## src/rtl/prog_loader.sv

```systemverilog
// Byte-stream program loader: frames UART bytes into 18-bit words, writes the
// CPU program memory, and holds the CPU in reset until a load checks out.
module prog_loader #(
  parameter logic [7:0]  SYNC_BYTE        = 8'hA5,
  parameter int unsigned TIMEOUT_CYCLES   = 1000000,
  parameter bit          HOLD_AFTER_RESET = 1'b1
) (
  input  logic        clk,
  input  logic        rst,
  input  logic [7:0]  rx_data,
  input  logic        rx_valid,
  output logic        mem_port_wr,
  output logic [9:0]  mem_port_addr,
  output logic [17:0] mem_port_data,
  output logic        cpu_rst,
  output logic        busy,
  output logic        load_done,
  output logic        load_err
);

  localparam int unsigned TW = $clog2(TIMEOUT_CYCLES + 1);
  localparam logic [TW-1:0] TimerLast = TW'(TIMEOUT_CYCLES - 1);

  typedef enum logic [2:0] {
    StHunt,
    StCntHi,
    StCntLo,
    StB0,
    StB1,
    StB2,
    StCsum
  } state_e;

  state_e      state_q;
  logic [TW-1:0] timer_q;
  logic [9:0]  cnt_q;
  logic [9:0]  addr_q;
  logic [7:0]  sum_q;
  logic [7:0]  sum_next;
  logic [1:0]  b0_q;
  logic [7:0]  b1_q;
  logic        cpu_hold_q;
  logic        timed_out;

  always_comb begin
    sum_next  = sum_q + rx_data;
    timed_out = (state_q != StHunt) && (timer_q == TimerLast);
  end

  // cpu_rst follows rst directly so the CPU is held for the whole reset window
  // and sits at HOLD_AFTER_RESET as soon as rst drops.
  assign cpu_rst = cpu_hold_q | rst;

  always_ff @(posedge clk) begin
    if (rst) begin
      state_q       <= StHunt;
      timer_q       <= '0;
      cnt_q         <= '0;
      addr_q        <= '0;
      sum_q         <= '0;
      b0_q          <= '0;
      b1_q          <= '0;
      cpu_hold_q    <= HOLD_AFTER_RESET;
      mem_port_wr   <= 1'b0;
      mem_port_addr <= '0;
      mem_port_data <= '0;
      busy          <= 1'b0;
      load_done     <= 1'b0;
      load_err      <= 1'b0;
    end else begin
      mem_port_wr <= 1'b0;
      load_done   <= 1'b0;

      if (timed_out) begin
        // Expiry beats a byte arriving on the same cycle.
        state_q    <= StHunt;
        busy       <= 1'b0;
        load_err   <= 1'b1;
        cpu_hold_q <= 1'b1;
        timer_q    <= '0;
      end else begin
        if (state_q != StHunt) begin
          timer_q <= timer_q + 1'b1;
        end
        if (rx_valid) begin
          timer_q <= '0;
          unique case (state_q)
            StHunt: begin
              if (rx_data == SYNC_BYTE) begin
                state_q    <= StCntHi;
                busy       <= 1'b1;
                cpu_hold_q <= 1'b1;
                load_err   <= 1'b0;
                addr_q     <= '0;
                sum_q      <= '0;
              end
            end
            StCntHi: begin
              cnt_q[9:8] <= rx_data[1:0];
              sum_q      <= sum_next;
              state_q    <= StCntLo;
            end
            StCntLo: begin
              cnt_q[7:0] <= rx_data;
              sum_q      <= sum_next;
              state_q    <= StB0;
            end
            StB0: begin
              b0_q    <= rx_data[1:0];
              sum_q   <= sum_next;
              state_q <= StB1;
            end
            StB1: begin
              b1_q    <= rx_data;
              sum_q   <= sum_next;
              state_q <= StB2;
            end
            StB2: begin
              mem_port_wr   <= 1'b1;
              mem_port_addr <= addr_q;
              mem_port_data <= {b0_q, b1_q, rx_data};
              addr_q        <= addr_q + 1'b1;
              sum_q         <= sum_next;
              state_q       <= (addr_q == cnt_q) ? StCsum : StB0;
            end
            StCsum: begin
              state_q <= StHunt;
              busy    <= 1'b0;
              sum_q   <= sum_next;
              if (sum_next == 8'h00) begin
                load_done  <= 1'b1;
                cpu_hold_q <= 1'b0;
              end else begin
                load_err <= 1'b1;
              end
            end
            default: begin
              state_q <= StHunt;
              busy    <= 1'b0;
            end
          endcase
        end
      end
    end
  end

endmodule

```

## config.mk

```make
export PLATFORM = sky130hd
export DESIGN_NAME = prog_loader
export DESIGN_NICKNAME = d
export VERILOG_FILES = /design/src/rtl/prog_loader.sv
export SDC_FILE = /design/constraint.sdc
export NUM_CORES = 1
export LEC_CHECK = 0
export BUFFER_PORTS_ARGS = -buffer_cell sky130_fd_sc_hd__buf_2
export CAP_MARGIN = 10
export CORE_AREA = 10 10 103 105
export CTS_BUF_LIST = sky130_fd_sc_hd__clkbuf_16
export DETAILED_ROUTE_END_ITERATION = 7
export DIE_AREA = 0 0 113 115
export GPL_ROUTABILITY_DRIVEN = 0
export GPL_TIMING_DRIVEN = 0
export PLACE_DENSITY = 0.72
export SYNTH_ARGS = -nofsm -noshare
export SYNTH_HDL_FRONTEND = slang
export SYNTH_SLANG_ARGS = --single-unit
```

## constraint.sdc

```tcl
create_clock -name clk -period 3.1 [get_ports clk]
set_clock_uncertainty 0.15 [all_clocks]
set_input_delay 0.465 -clock clk [delete_from_list [all_inputs] [get_ports clk]]
set_output_delay 0.465 -clock clk [all_outputs]
set_load 0.01 [all_outputs]
```

# Word level (Yosys, flattened, before mapping)
# Index checks and enable logic that the tools add are counted.
# word_totals
out_inout_bits,33
wordCells,80
input_bits,11
register_bits,94
# op_classes
n_addsub,3
mux,18
n_bitwise,5
n_eq_ne,13
n_reduce_logical,26
# ops
op,n
$add A20 B1 Y20 const B,1
$eq A20 B20 Y1 const B,1
$pmux W10 S2,1
$pmux W3 S6,1
$reduce_and A3 Y1,6
$pmux W8 S2,1
$reduce_and A4 Y1,4
$add A10 B1 Y10 const B,1
$eq A10 B10 Y1,1
$mux W10,1
$eq A3 B3 Y1 const B,3
$add A8 B8 Y8,1
$eq A8 B8 Y1 const B,1
$logic_not A8 Y1,1
$mux W1,8
$mux W8,1
$reduce_bool A2 Y1,4
$eq A3 B2 Y1 const B,2
$mux W3,2
$ne A3 B3 Y1 const B,2
$pmux W1 S2,3
$reduce_bool A3 Y1,2
$reduce_or A3 Y1,2
$reduce_or A6 Y1,1
other kinds (10),14

# Longest topological paths before layout
# Gate-level depths: netlist (run 1).
# depth
word_depth,6
depth_mapped,9
mapped_depth_nobuf,7

# Worst setup path before layout (run 1)
# Ideal clock, no wire load.
# synth_timing
path_kind,input to register
startpoint,input rx_data[0]
endpoint,register load_err
stages,7
required_ns,2.855
slack_ns,0.445
setup_ns,0.095
n_path_buf,0
arrival_time_ns,2.410
path_cell_list,ha_1 -> fa_1 -> a211o_1 -> and3_1 -> o311ai_0 -> nor3b_1 -> a221oi_1
# synth_via
elab_chain_len,4
word_cells_on_any_way,6
classes_between,add/sub (1); eq/ne (3); reduce/logical (2)
# synth_lines
element,line,text
"start, declared",10,"input logic [7:0] rx_data,"
$add A8 B8 Y8,46,sum_next = sum_q + rx_data;
$logic_not A8 Y1,130,if (sum_next == 8'h00) begin
$ne A3 B3 Y1 (no line),--,
$reduce_and A4 Y1 (no line) (*),--,
"end signal, assigned",69,load_err <= 1'b0;
"end signal, assigned",78,load_err <= 1'b1;
"end signal, assigned",134,load_err <= 1'b1;
"end, declared",18,output logic load_err
# Every way passes the cells marked *; elsewhere a longest branch is shown, timed or not.
# A chain may end at the register's enable or synchronous reset.

# Worst setup path in the final report (run 1)
# layout_timing
startpoint,input rx_data[0]
endpoint,register sum_q[6]
# layout_via
elab_chain_len,3
word_cells_on_any_way,5
classes_between,add/sub (1); eq/ne (2); mux (1); reduce/logical (1)
# layout_lines
element,line,text
branches (longest 3 deep; another with $add A8 B8 Y8),--,
"end signal, assigned",100,sum_q <= sum_next;
"end signal, assigned",105,sum_q <= sum_next;
"end signal, assigned",110,sum_q <= sum_next;
"end, declared",38,logic [7:0] sum_q;
# Parallel ways; which one is timed is not known.

==> results.txt, run 1 <==
The maximum buffer depth of the clock tree is 2. The worst setup path is launched from an input pin. The number of buffers added by the clock tree synthesis step is 9. The starting utilization of the core area came out at 0.534. The tightest slew margin relative to the limit came out at 0.445. The source-to-sink clock delay at the later pin of the worst-skew pair is 0.35 ns.

The fraction of final layout cells with drive strength greater than 1 came out at 0.146. The final hold violation count was 0. The tightest min-delay check is of the in2reg type. The synthesized design spends more area on one cell type than any other, namely sky130_fd_sc_hd__dfxtp_1. The most used standard cell by instance count after synthesis is sky130_fd_sc_hd__dfxtp_1. Of all flip-flops after synthesis, the portion carrying an async set or reset was 0. The achievable clock frequency is 0.351 GHz. The most used flip-flop cell after synthesis is sky130_fd_sc_hd__dfxtp_1.

The maximum fanout along the worst path is 8. The required arrival time at the worst endpoint came out at 3.23 ns. The initial antenna violation count came out at 0. The max-capacitance violation count came out at 0. The root buffer cell is sky130_fd_sc_hd__clkbuf_16. For hold timing, the worst endpoint is cnt_q[2].

The post-layout instance count excluding filler cells is 671. Setup repair after global routing left no endpoint under its margin. The number of different library cells in the post-synthesis netlist is 52. The remaining global-route overflow came out at 0. In the routed layout, each cell is associated on average with a via count of 5.82.

The number of global-route vias before repair came out at 3,834. The most critical setup path has its startpoint at rx_data[0]. The slew at the pin with the worst max-slew slack is 0.822 ns. The number of design-rule violations left by the first detailed-router iteration is 268.

The die covers 13,000 sq um. The count of nets left with antenna violations after detail routing came out at 0. By startpoint and endpoint, the worst setup path is classified as in2reg. The number of synthesized flops with an enable pin is 0. After clock tree synthesis, the clock-pin slew on the worst setup and hold paths is 0.07 ns. The share of synthesized area occupied by flip-flops and latches is 0.413. The number of synthesis warnings is 0. The largest voltage drop on the vdd net came out at 0.277 mV. Relative to the synthesized area, the layout overhead comes to 13.9%. The horizontal die dimension is 113 um. The core region is 8550 sq um. The number of cells on the worst reg-to-reg path is 7. The worst hold path begins at rx_data[2]. The number of instances in the placed design came out at 655.

The cell internal power dissipation is 1830 uW. The first global-routing pass estimated 18,400 um of wire. The count of endpoints failing setup in the final report came out at 0. The via count of the routed design is 3,905. The clock tree from TritonCTS is yes. The endpoint identified for the worst register-to-register timing path is sum_q[6]. The arrival time of data at the critical path endpoint came out at 2.97 ns. The number of clock sinks is 94. The share of the synthesized area in the top cell type came out at 0.413. Dividing the detail-routed wire length by the instance count gives 16.4 um. The number of nets at the end of the flow came out at 583. After layout, the minimum clock period comes to 2.85 ns. In this run the power spent charging and discharging nets is 662 uW. The count of pins over their slew limit came out at 0. The worst setup path is captured at a flip-flop.

The share of power burned in registers is 0.490. After detailed routing, the number of remaining DRC violations is 0. The number of H-tree levels is 3. The number of port buffers is 41. A synthesized cell averages 9.02 sq um.

The net switching share of the total power is 0.265. Across all register-to-register paths, the minimum setup slack is 0.28 ns. Wires add up to 11,000 um.

The pin count of the biggest net entering global routing came out at 19. The number of cell rows came out at 34. The post-cts hold buffer count is 0. The number of detailed-routing iterations run before antenna repair is 4. After synthesis, the cell types taking the most area are sky130_fd_sc_hd__dfxtp_1 (41%), sky130_fd_sc_hd__mux2i_1 (8.6%), sky130_fd_sc_hd__nor2_1 (5.6%). The number of standard cells after synthesis came out at 506. The clock power share is 0.434. The leakage power total came out at 0.00228 uW. In the synthesized netlist, the cells that appear most often are sky130_fd_sc_hd__dfxtp_1 (94), sky130_fd_sc_hd__nor2_1 (68), sky130_fd_sc_hd__mux2i_1 (39), sky130_fd_sc_hd__nand2_1 (36), sky130_fd_sc_hd__a21oi_1 (33).

The number of antenna diodes is 0. Synthesis produced a netlist with a net count of 531. The overall track demand over capacity in global routing came out at 0.169. In this run the critical register-to-register path is launched from sum_q[0]. The flow ran to the end, and the final reports show no timing, DRC or antenna violations. The floorplan die height is 115 um. Dividing total power by cell area gives a power density of 481 nW/um^2. Of the total power, combinational logic draws 0.077. The final hold slack is 0.295 ns. The number of buffers inserted to repair setup after CTS is 0. The final period utilization came out at 0.918. The cell depth of the worst min-delay path came out at 3. After clock tree synthesis, the repair step resized 0 gates. Detailed placement finished with a half-perimeter wire length of 8020 um. For this design the top-level I/O count stands at 44. The filler cell count came out at 754.

The synthesized flop and latch total is 94. The synthesized area is 4560 sq um.
## stage by stage
stage	util	power (uW)	setup TNS, ns	area (sq um)	worst slack, ns
2_1_floorplan	-	1370	0	4560	0.445
3_3_place_gp	0.573	1430	-0.132	4900	-0.0936
3_5_place_dp	0.573	1440	-0.238	4900	-0.120
4_1_cts	0.607	2500	0	5190	0.237
5_1_grt	0.607	2570	0	5190	0.00552
6_report	0.607	2500	0	5190	0.254
## cells by family (layout without fill, tap and decap cells)
kind of cell / after synthesis / in the layout / share of synthesized area
compound gates: 85 / 85 / 0.131
xor+xnor: 31 / 31 / 0.0595
fa+ha+maj: 14 / 14 / 0.0400
buf+inv: 34 / 91 / 0.0346
flops: 94 / 94 / 0.413
mux: 39 / 39 / 0.0856
simple gates: 209 / 209 / 0.236
## power groups by stage
stage	Combinational [uW]	Sequential (uW)	Clock (uW)
after floorplan	126	1250	0
after global placement	183	1250	0
after detailed placement	187	1250	0
after CTS	187	1220	1090
after global routing	211	1220	1140
final	191	1220	1080
## cell type report
type,instances,area (sq um),share of cell area
plain buffers,23,116,0.0224
clock buffers,9,225,0.0434
clock inverters,7,66.3,0.0128
inverters,11,41.3,0.00795
multi-input cells,378,2520,0.486
flip-flops and latches,94,1880,0.362
well taps,108,135,0.0260
repair buffers,41,205,0.0395
## per-layer routing
metal	vias up	wire length, um	global-route usage
met1	1844	4890	0.212
met4	0	123	0.0499
met5	-	0	0
met2	129	5090	0.281
li1	1918	-	-
met3	14	880	0.0438
## placed cells by master, fill, tap and decap left out, types with 4 or more instances in the layout
cell type / synthesis / final
sky130_fd_sc_hd__nor2b_1: 7 / 7
sky130_fd_sc_hd__nor2_1: 68 / 68
sky130_fd_sc_hd__a211oi_1: 4 / 4
sky130_fd_sc_hd__nor3_1: 10 / 10
sky130_fd_sc_hd__xnor2_1: 6 / 6
sky130_fd_sc_hd__xor2_1: 25 / 25
sky130_fd_sc_hd__mux2i_1: 39 / 39
sky130_fd_sc_hd__buf_2: 6 / 47
sky130_fd_sc_hd__o21ai_0: 17 / 17
sky130_fd_sc_hd__nand2b_1: 5 / 5
sky130_fd_sc_hd__and2_1: 4 / 4
sky130_fd_sc_hd__dfxtp_1: 94 / 94
sky130_fd_sc_hd__inv_1: 11 / 11
sky130_fd_sc_hd__nand4_1: 17 / 17
sky130_fd_sc_hd__or2_2: 5 / 5
sky130_fd_sc_hd__ha_1: 13 / 13
sky130_fd_sc_hd__nand2_1: 36 / 36
sky130_fd_sc_hd__nor4_1: 6 / 6
sky130_fd_sc_hd__or3_1: 7 / 7
sky130_fd_sc_hd__clkbuf_16: 0 / 9
sky130_fd_sc_hd__clkbuf_1: 11 / 11
sky130_fd_sc_hd__a21oi_1: 33 / 33
sky130_fd_sc_hd__nand3_1: 26 / 26
## worst max-delay path: stages
cell,delay [ns]
sky130_fd_sc_hd__buf_2,0.17
sky130_fd_sc_hd__ha_1,0.27
sky130_fd_sc_hd__fa_1,0.42
sky130_fd_sc_hd__a211o_1,0.32
sky130_fd_sc_hd__and3_1,0.21
sky130_fd_sc_hd__o311ai_0,0.73
sky130_fd_sc_hd__nand4_1,0.20
sky130_fd_sc_hd__a21oi_1,0.19
## flip-flops by register name (all words and copies together) (netlist names), 2 cells and up
name,flops
addr_q,10
cnt_q,10
mem_port_data,18
mem_port_addr,10
sum_q,8
timer_q,20
b0_q,2
b1_q,8
state_q,3
## worst max path at each step
| stage | to | slack [ns] | depth (start not counted) |
|---|---|---|---|
| 4_1_cts | load_err | 0.24 | 8 |
| 5_1_grt | sum_q[6] | 0.006 | 8 |
| 2_1_floorplan | load_err | 0.44 | 7 |
| 3_3_place_gp | load_err | -0.09 | 8 |
| 6_report | sum_q[6] | 0.25 | 8 |
| 3_5_place_dp | sum_q[6] | -0.12 | 8 |
(Power assumes the default switching activity.)
==> run 2: changes to the inputs <==
--- a/config.mk
+++ b/config.mk
@@ -5,6 +5,7 @@
 export SDC_FILE = /design/constraint.sdc
 export NUM_CORES = 1
 export LEC_CHECK = 0
+export ABC_AREA = 1
 export BUFFER_PORTS_ARGS = -buffer_cell sky130_fd_sc_hd__buf_2
 export CAP_MARGIN = 10
 export CORE_AREA = 10 10 103 105
@@ -13,7 +14,7 @@
 export DIE_AREA = 0 0 113 115
 export GPL_ROUTABILITY_DRIVEN = 0
 export GPL_TIMING_DRIVEN = 0
-export PLACE_DENSITY = 0.72
+export PLACE_DENSITY = 0.73
 export SYNTH_ARGS = -nofsm -noshare
 export SYNTH_HDL_FRONTEND = slang
 export SYNTH_SLANG_ARGS = --single-unit
==> run 2 against run 1 <==
Routed wire length increased by 3.3%. Clock-buffer cell count unchanged. Synthesized cell count is 32% higher. Register-to-register slack improved by 0.43 ns. Non-clock buffer count up 4. Via count up 9.1%. Utilization increased by 1.3 points. Hold slack gained 0.016 ns. First-iteration DRC count decreased by 1.1%. Worst setup slack improved by 0.45 ns. Combinational power shrank 6%. Critical endpoint is now timer_q[3]. Highest routed layer unchanged.
==> results.txt, run 2 <==
The maximum single-stage delay on the critical path came out at 0.38 ns (was 0.73 ns). Leading cell types in the layout, fill and taps excluded: sky130_fd_sc_hd__nand2_1 (140), sky130_fd_sc_hd__nor2_1 (136), sky130_fd_sc_hd__dfxtp_1 (94) (was sky130_fd_sc_hd__dfxtp_1 (94), sky130_fd_sc_hd__nor2_1 (68), sky130_fd_sc_hd__buf_2 (47)). The cell internal power dissipation is 1990 uW (was 1830 uW).

The type of the worst setup path is reg2reg (was in2reg). The power density relative to cell area is 490 nW/um^2 (was 481 nW/um^2). The floorplan die height came to 115 um (unchanged). The clock-pin slew of the registers on the worst-case setup and hold paths is 0.07 ns (about the same). The area occupied by registers is 1880 sq um (unchanged). The count of nets left with antenna violations after detail routing is 0 (unchanged). The starting utilization of the core area is 0.542 (was 0.534). The detailed-placement wirelength estimate came to 8200 um (was 8020 um). The total routed wirelength came out at 11,300 um (was 11,000 um). The share of the synthesized area in the top cell type is 0.406 (was 0.413).

The largest voltage drop on the vdd net came out at 0.287 mV (was 0.277 mV). The maximum fanout along the worst path is 10 (was 8). The number of H-tree levels is 3 (unchanged). The max-capacitance violation count came out at 0 (unchanged). The kind of end point of the critical path is a flip-flop (unchanged).

The pin count of the biggest net entering global routing is 17 (was 19). The most used standard cell by instance count after synthesis is sky130_fd_sc_hd__nand2_1 (was sky130_fd_sc_hd__dfxtp_1). The number of resized instances in the post-cts repair step came out at 0 (unchanged). The achievable clock frequency came out at 0.418 GHz (was 0.351 GHz).

The synthesized area came out at 4630 sq um (was 4560 sq um). The summed negative setup slack over all endpoints is 0 ns (unchanged). The type of origin of the critical path is a flip-flop (was input pin).

Largest regs: timer_q: 20 flops, mem_port_data: 18 flops (unchanged). The total I/O pin count is 44 (unchanged). The count of pins over their slew limit came out at 0 (unchanged). The share of power burned in registers is 0.473 (was 0.490).

The fraction of final layout cells with drive strength greater than 1 came out at 0.126 (was 0.146). The clock period minus final worst setup slack came out at 2.39 ns (was 2.85 ns). The initial antenna violation count is 0 (unchanged). The number of detailed-routing iterations run before antenna repair came out at 5 (was 4). The horizontal die dimension was 113 um (unchanged). The multiplexer fraction of the synthesized cell area is 0 (was 0.0856). The remaining global-route overflow is 0 (unchanged). The number of buffers added by the clock tree synthesis step came out at 9 (unchanged).

The share of synthesized area occupied by flip-flops and latches came out at 0.406 (was 0.413). The maximum buffer depth of the clock tree is 2 (unchanged). The final routed DRC violation total came out at 0 (unchanged). The final period utilization is 0.772 (was 0.918). RSZ-0062 raised after global routing: false (unchanged). The worst hold path startpoint is cnt_q[3] (was rx_data[2]). The simple logic cell fraction of the synthesized area is 0.320 (was 0.236).

The main combinational cell family by area after synthesis was simple AND/OR/NAND/NOR gates (unchanged). The number of synthesis warnings is 0 (unchanged). The area of the core came to 8550 sq um (unchanged). The global-route wire length before repair came out at 19,300 um (was 18,400 um).

The slew at the pin with the worst max-slew slack came out at 0.543 ns (was 0.822 ns). The clock tree from TritonCTS was yes (unchanged). The number of cell rows came out at 34 (unchanged). The number of port buffers came out at 43 (was 41). The arrival time of data at the critical path endpoint came out at 2.47 ns (was 2.97 ns). The library cell contributing the largest single delay on the critical path is sky130_fd_sc_hd__dfxtp_1 (was sky130_fd_sc_hd__o311ai_0). The number of design-rule violations left by the first detailed-router iteration was 265 (was 268).

The startpoint of the worst-slack reg-to-reg timing path was state_q[0] (was sum_q[0]). The combined area of the multi-input logic cells came to 2340 sq um (was 2520 sq um). The leakage power total came out at 0.00245 uW (was 0.00228 uW). The startpoint of the most critical setup path was state_q[0] (was rx_data[0]). The source-to-sink clock delay at the later pin of the worst-skew pair was 0.34 ns (was 0.35 ns). The flip-flop count of the largest register, all copies and words added is 20 (unchanged).

The count of endpoints failing setup in the final report is 0 (unchanged). The post-place setup slack came out at 0.477 ns (was -0.120 ns). The net count of the mapped netlist is 691 (was 531). The adder and majority gate portion of the synthesized area came to 0.0394 (was 0.0400). The kind of path behind the tightest hold check is reg2reg (was in2reg). The net switching power of the design is 609 uW (was 662 uW). The post-cts hold buffer count came out at 0 (unchanged). The overall track demand over capacity in global routing came out at 0.177 (was 0.169).

The root buffer cell is sky130_fd_sc_hd__clkbuf_16 (unchanged). Run status: finished, final reports clean (unchanged). The routed via count divided by cell count is 5.12 (was 5.82).

The net switching share of the total power came to 0.235 (was 0.265). Main area contributors after synthesis: sky130_fd_sc_hd__dfxtp_1 (41%), sky130_fd_sc_hd__nand2_1 (11%), sky130_fd_sc_hd__nor2_1 (11%) (was sky130_fd_sc_hd__dfxtp_1 (41%), sky130_fd_sc_hd__mux2i_1 (8.6%), sky130_fd_sc_hd__nor2_1 (5.6%)). Crit path cell chain: inv_1, ha_1, nand2_4, nand3_4, nor3_4, nand3_4, nand2_1, nor2_2, inv_1, buf_6, a21oi_1 (was buf_2, ha_1, fa_1, a211o_1, and3_1, o311ai_0, nand4_1, a21oi_1). The register ranked first by flip-flop count is timer_q (unchanged).

The number of different library cells in the post-synthesis netlist is 31 (was 52). The cell taking the most area after synthesis is sky130_fd_sc_hd__dfxtp_1 (unchanged). The area enclosed by the die boundary was 13,000 sq um (unchanged). The tightest slew margin relative to the limit came out at 0.637 (was 0.445). The final hold violation count is 0 (unchanged).

The clock power share came out at 0.458 (was 0.434). The XOR/XNOR share of the synthesized area is 0.0397 (was 0.0595). The average cell area after synthesis came out at 6.95 sq um (was 9.02 sq um).

Top cells by instance count after synthesis: sky130_fd_sc_hd__nand2_1 (140), sky130_fd_sc_hd__nor2_1 (136), sky130_fd_sc_hd__dfxtp_1 (94), sky130_fd_sc_hd__inv_1 (65), sky130_fd_sc_hd__o21ai_0 (45) (was sky130_fd_sc_hd__dfxtp_1 (94), sky130_fd_sc_hd__nor2_1 (68), sky130_fd_sc_hd__mux2i_1 (39), sky130_fd_sc_hd__nand2_1 (36), sky130_fd_sc_hd__a21oi_1 (33)). The number of nets at the end of the flow is 745 (was 583). The synthesized flop and latch total came out at 94 (unchanged).

The combinational share of power is 0.069 (was 0.077). The number of clock sinks is 94 (unchanged). The number of synthesized flops with an enable pin is 0 (unchanged). The number of standard cells after synthesis was 666 (was 506). The top flip-flop cell by instance count after synthesis is sky130_fd_sc_hd__dfxtp_1 (unchanged). The post-synthesis compound-gate area fraction came out at 0.106 (was 0.131). The number of buffers inserted to repair setup after CTS is 0 (unchanged). The mean routed wirelength per cell came to 13.6 um (was 16.4 um). The share of synthesized flip-flops with an asynchronous set or reset is 0 (unchanged). The filler cell count is 798 (was 754). The layout-stage area growth over the synthesis result is 14.5% (was 13.9%). The number of global-route vias before repair came to 4,154 (was 3,834). The via count of the routed design came out at 4,261 (was 3,905). The post-route worst setup slack was 0.706 ns (was 0.254 ns).

The required arrival time at the worst endpoint is 3.18 ns (was 3.23 ns). The number of antenna diodes came out at 0 (unchanged). The most frequent standard cell in the layout excluding fill and tap cells is sky130_fd_sc_hd__nand2_1 (was sky130_fd_sc_hd__dfxtp_1).
==> run 2: cell types whose count changed after synthesis, moves of 12 or more <==
cell	before	now
sky130_fd_sc_hd__nand2_1	36	140
sky130_fd_sc_hd__nor2_1	68	136
sky130_fd_sc_hd__inv_1	11	65
sky130_fd_sc_hd__mux2i_1	39	0
sky130_fd_sc_hd__o21ai_0	17	45
sky130_fd_sc_hd__xor2_1	25	13
==> run 2: area by class of cell <==
type / count / share of cell area
Tap cell: 108 / 0.0255
Timing Repair Buffer: 43 / 0.0406
Sequential cell: 94 / 0.355
Clock buffer: 9 / 0.0425
Multi-Input combinational cell: 479 / 0.442
Clock inverter: 6 / 0.0177
Inverter: 68 / 0.0481
Buffer: 25 / 0.0290
==> run 2: worst paths after layout <==
check | slack (ns) | cells after the start | end
setup / recovery | 0.71 | 11 | timer_q[3]
hold / removal | 0.31 | 2 | cnt_q[3]
setup reg to reg | 0.71 | 11 | timer_q[3]
hold reg to reg | 0.31 | 2 | cnt_q[3]
==> run 2: metrics by stage <==
stage	utilization	hold WS (ns)	area, sq um	total power, uW	cells
floorplan	-	0.271	4630	1370	666
global placement	0.583	0.291	4980	1430	817
detailed placement	0.583	0.305	4980	1430	817
CTS	0.620	0.311	5300	2610	832
global route	0.620	0.332	5300	2670	832
finish	0.620	0.312	5300	2600	832
==> run 2: layer usage <==
metal | share of wire | wire length (um) | GRT usage
met5 | 0 | 0 | 0
met4 | 0.0081 | 92 | 0.0440
met3 | 0.049 | 554 | 0.0406
met2 | 0.51 | 5830 | 0.325
met1 | 0.43 | 4870 | 0.203
==> run 2: logic make-up after synthesis <==
kind of cell	count (synthesis)
AOI/OAI and AO/OA	97
xor gates and xnor gates	21
adders and majority gates	14
buffers and inverters	93
DFF	94
and+or+nand+nor	347
==> run 2: worst max-delay path, delay by kind of cell, from the launching register on <==
kind	cells	cell delay, ns
AND/OR/NAND/NOR	6	0.94
AO/OA/AOI/OAI	1	0.05
flip-flops	1	0.38
adder cells (fa/ha/maj)	1	0.28
buffers and inverters	3	0.48
==> run 2: power groups by stage <==
| stage | Clock, uW | Combinational (uW) | Sequential (uW) |
|---|---|---|---|
| after floorplan | 0 | 120 | 1250 |
| after global placement | 0 | 174 | 1250 |
| after detailed placement | 0 | 177 | 1260 |
| after CTS | 1200 | 179 | 1230 |
| after global routing | 1240 | 203 | 1230 |
| final | 1190 | 180 | 1230 |
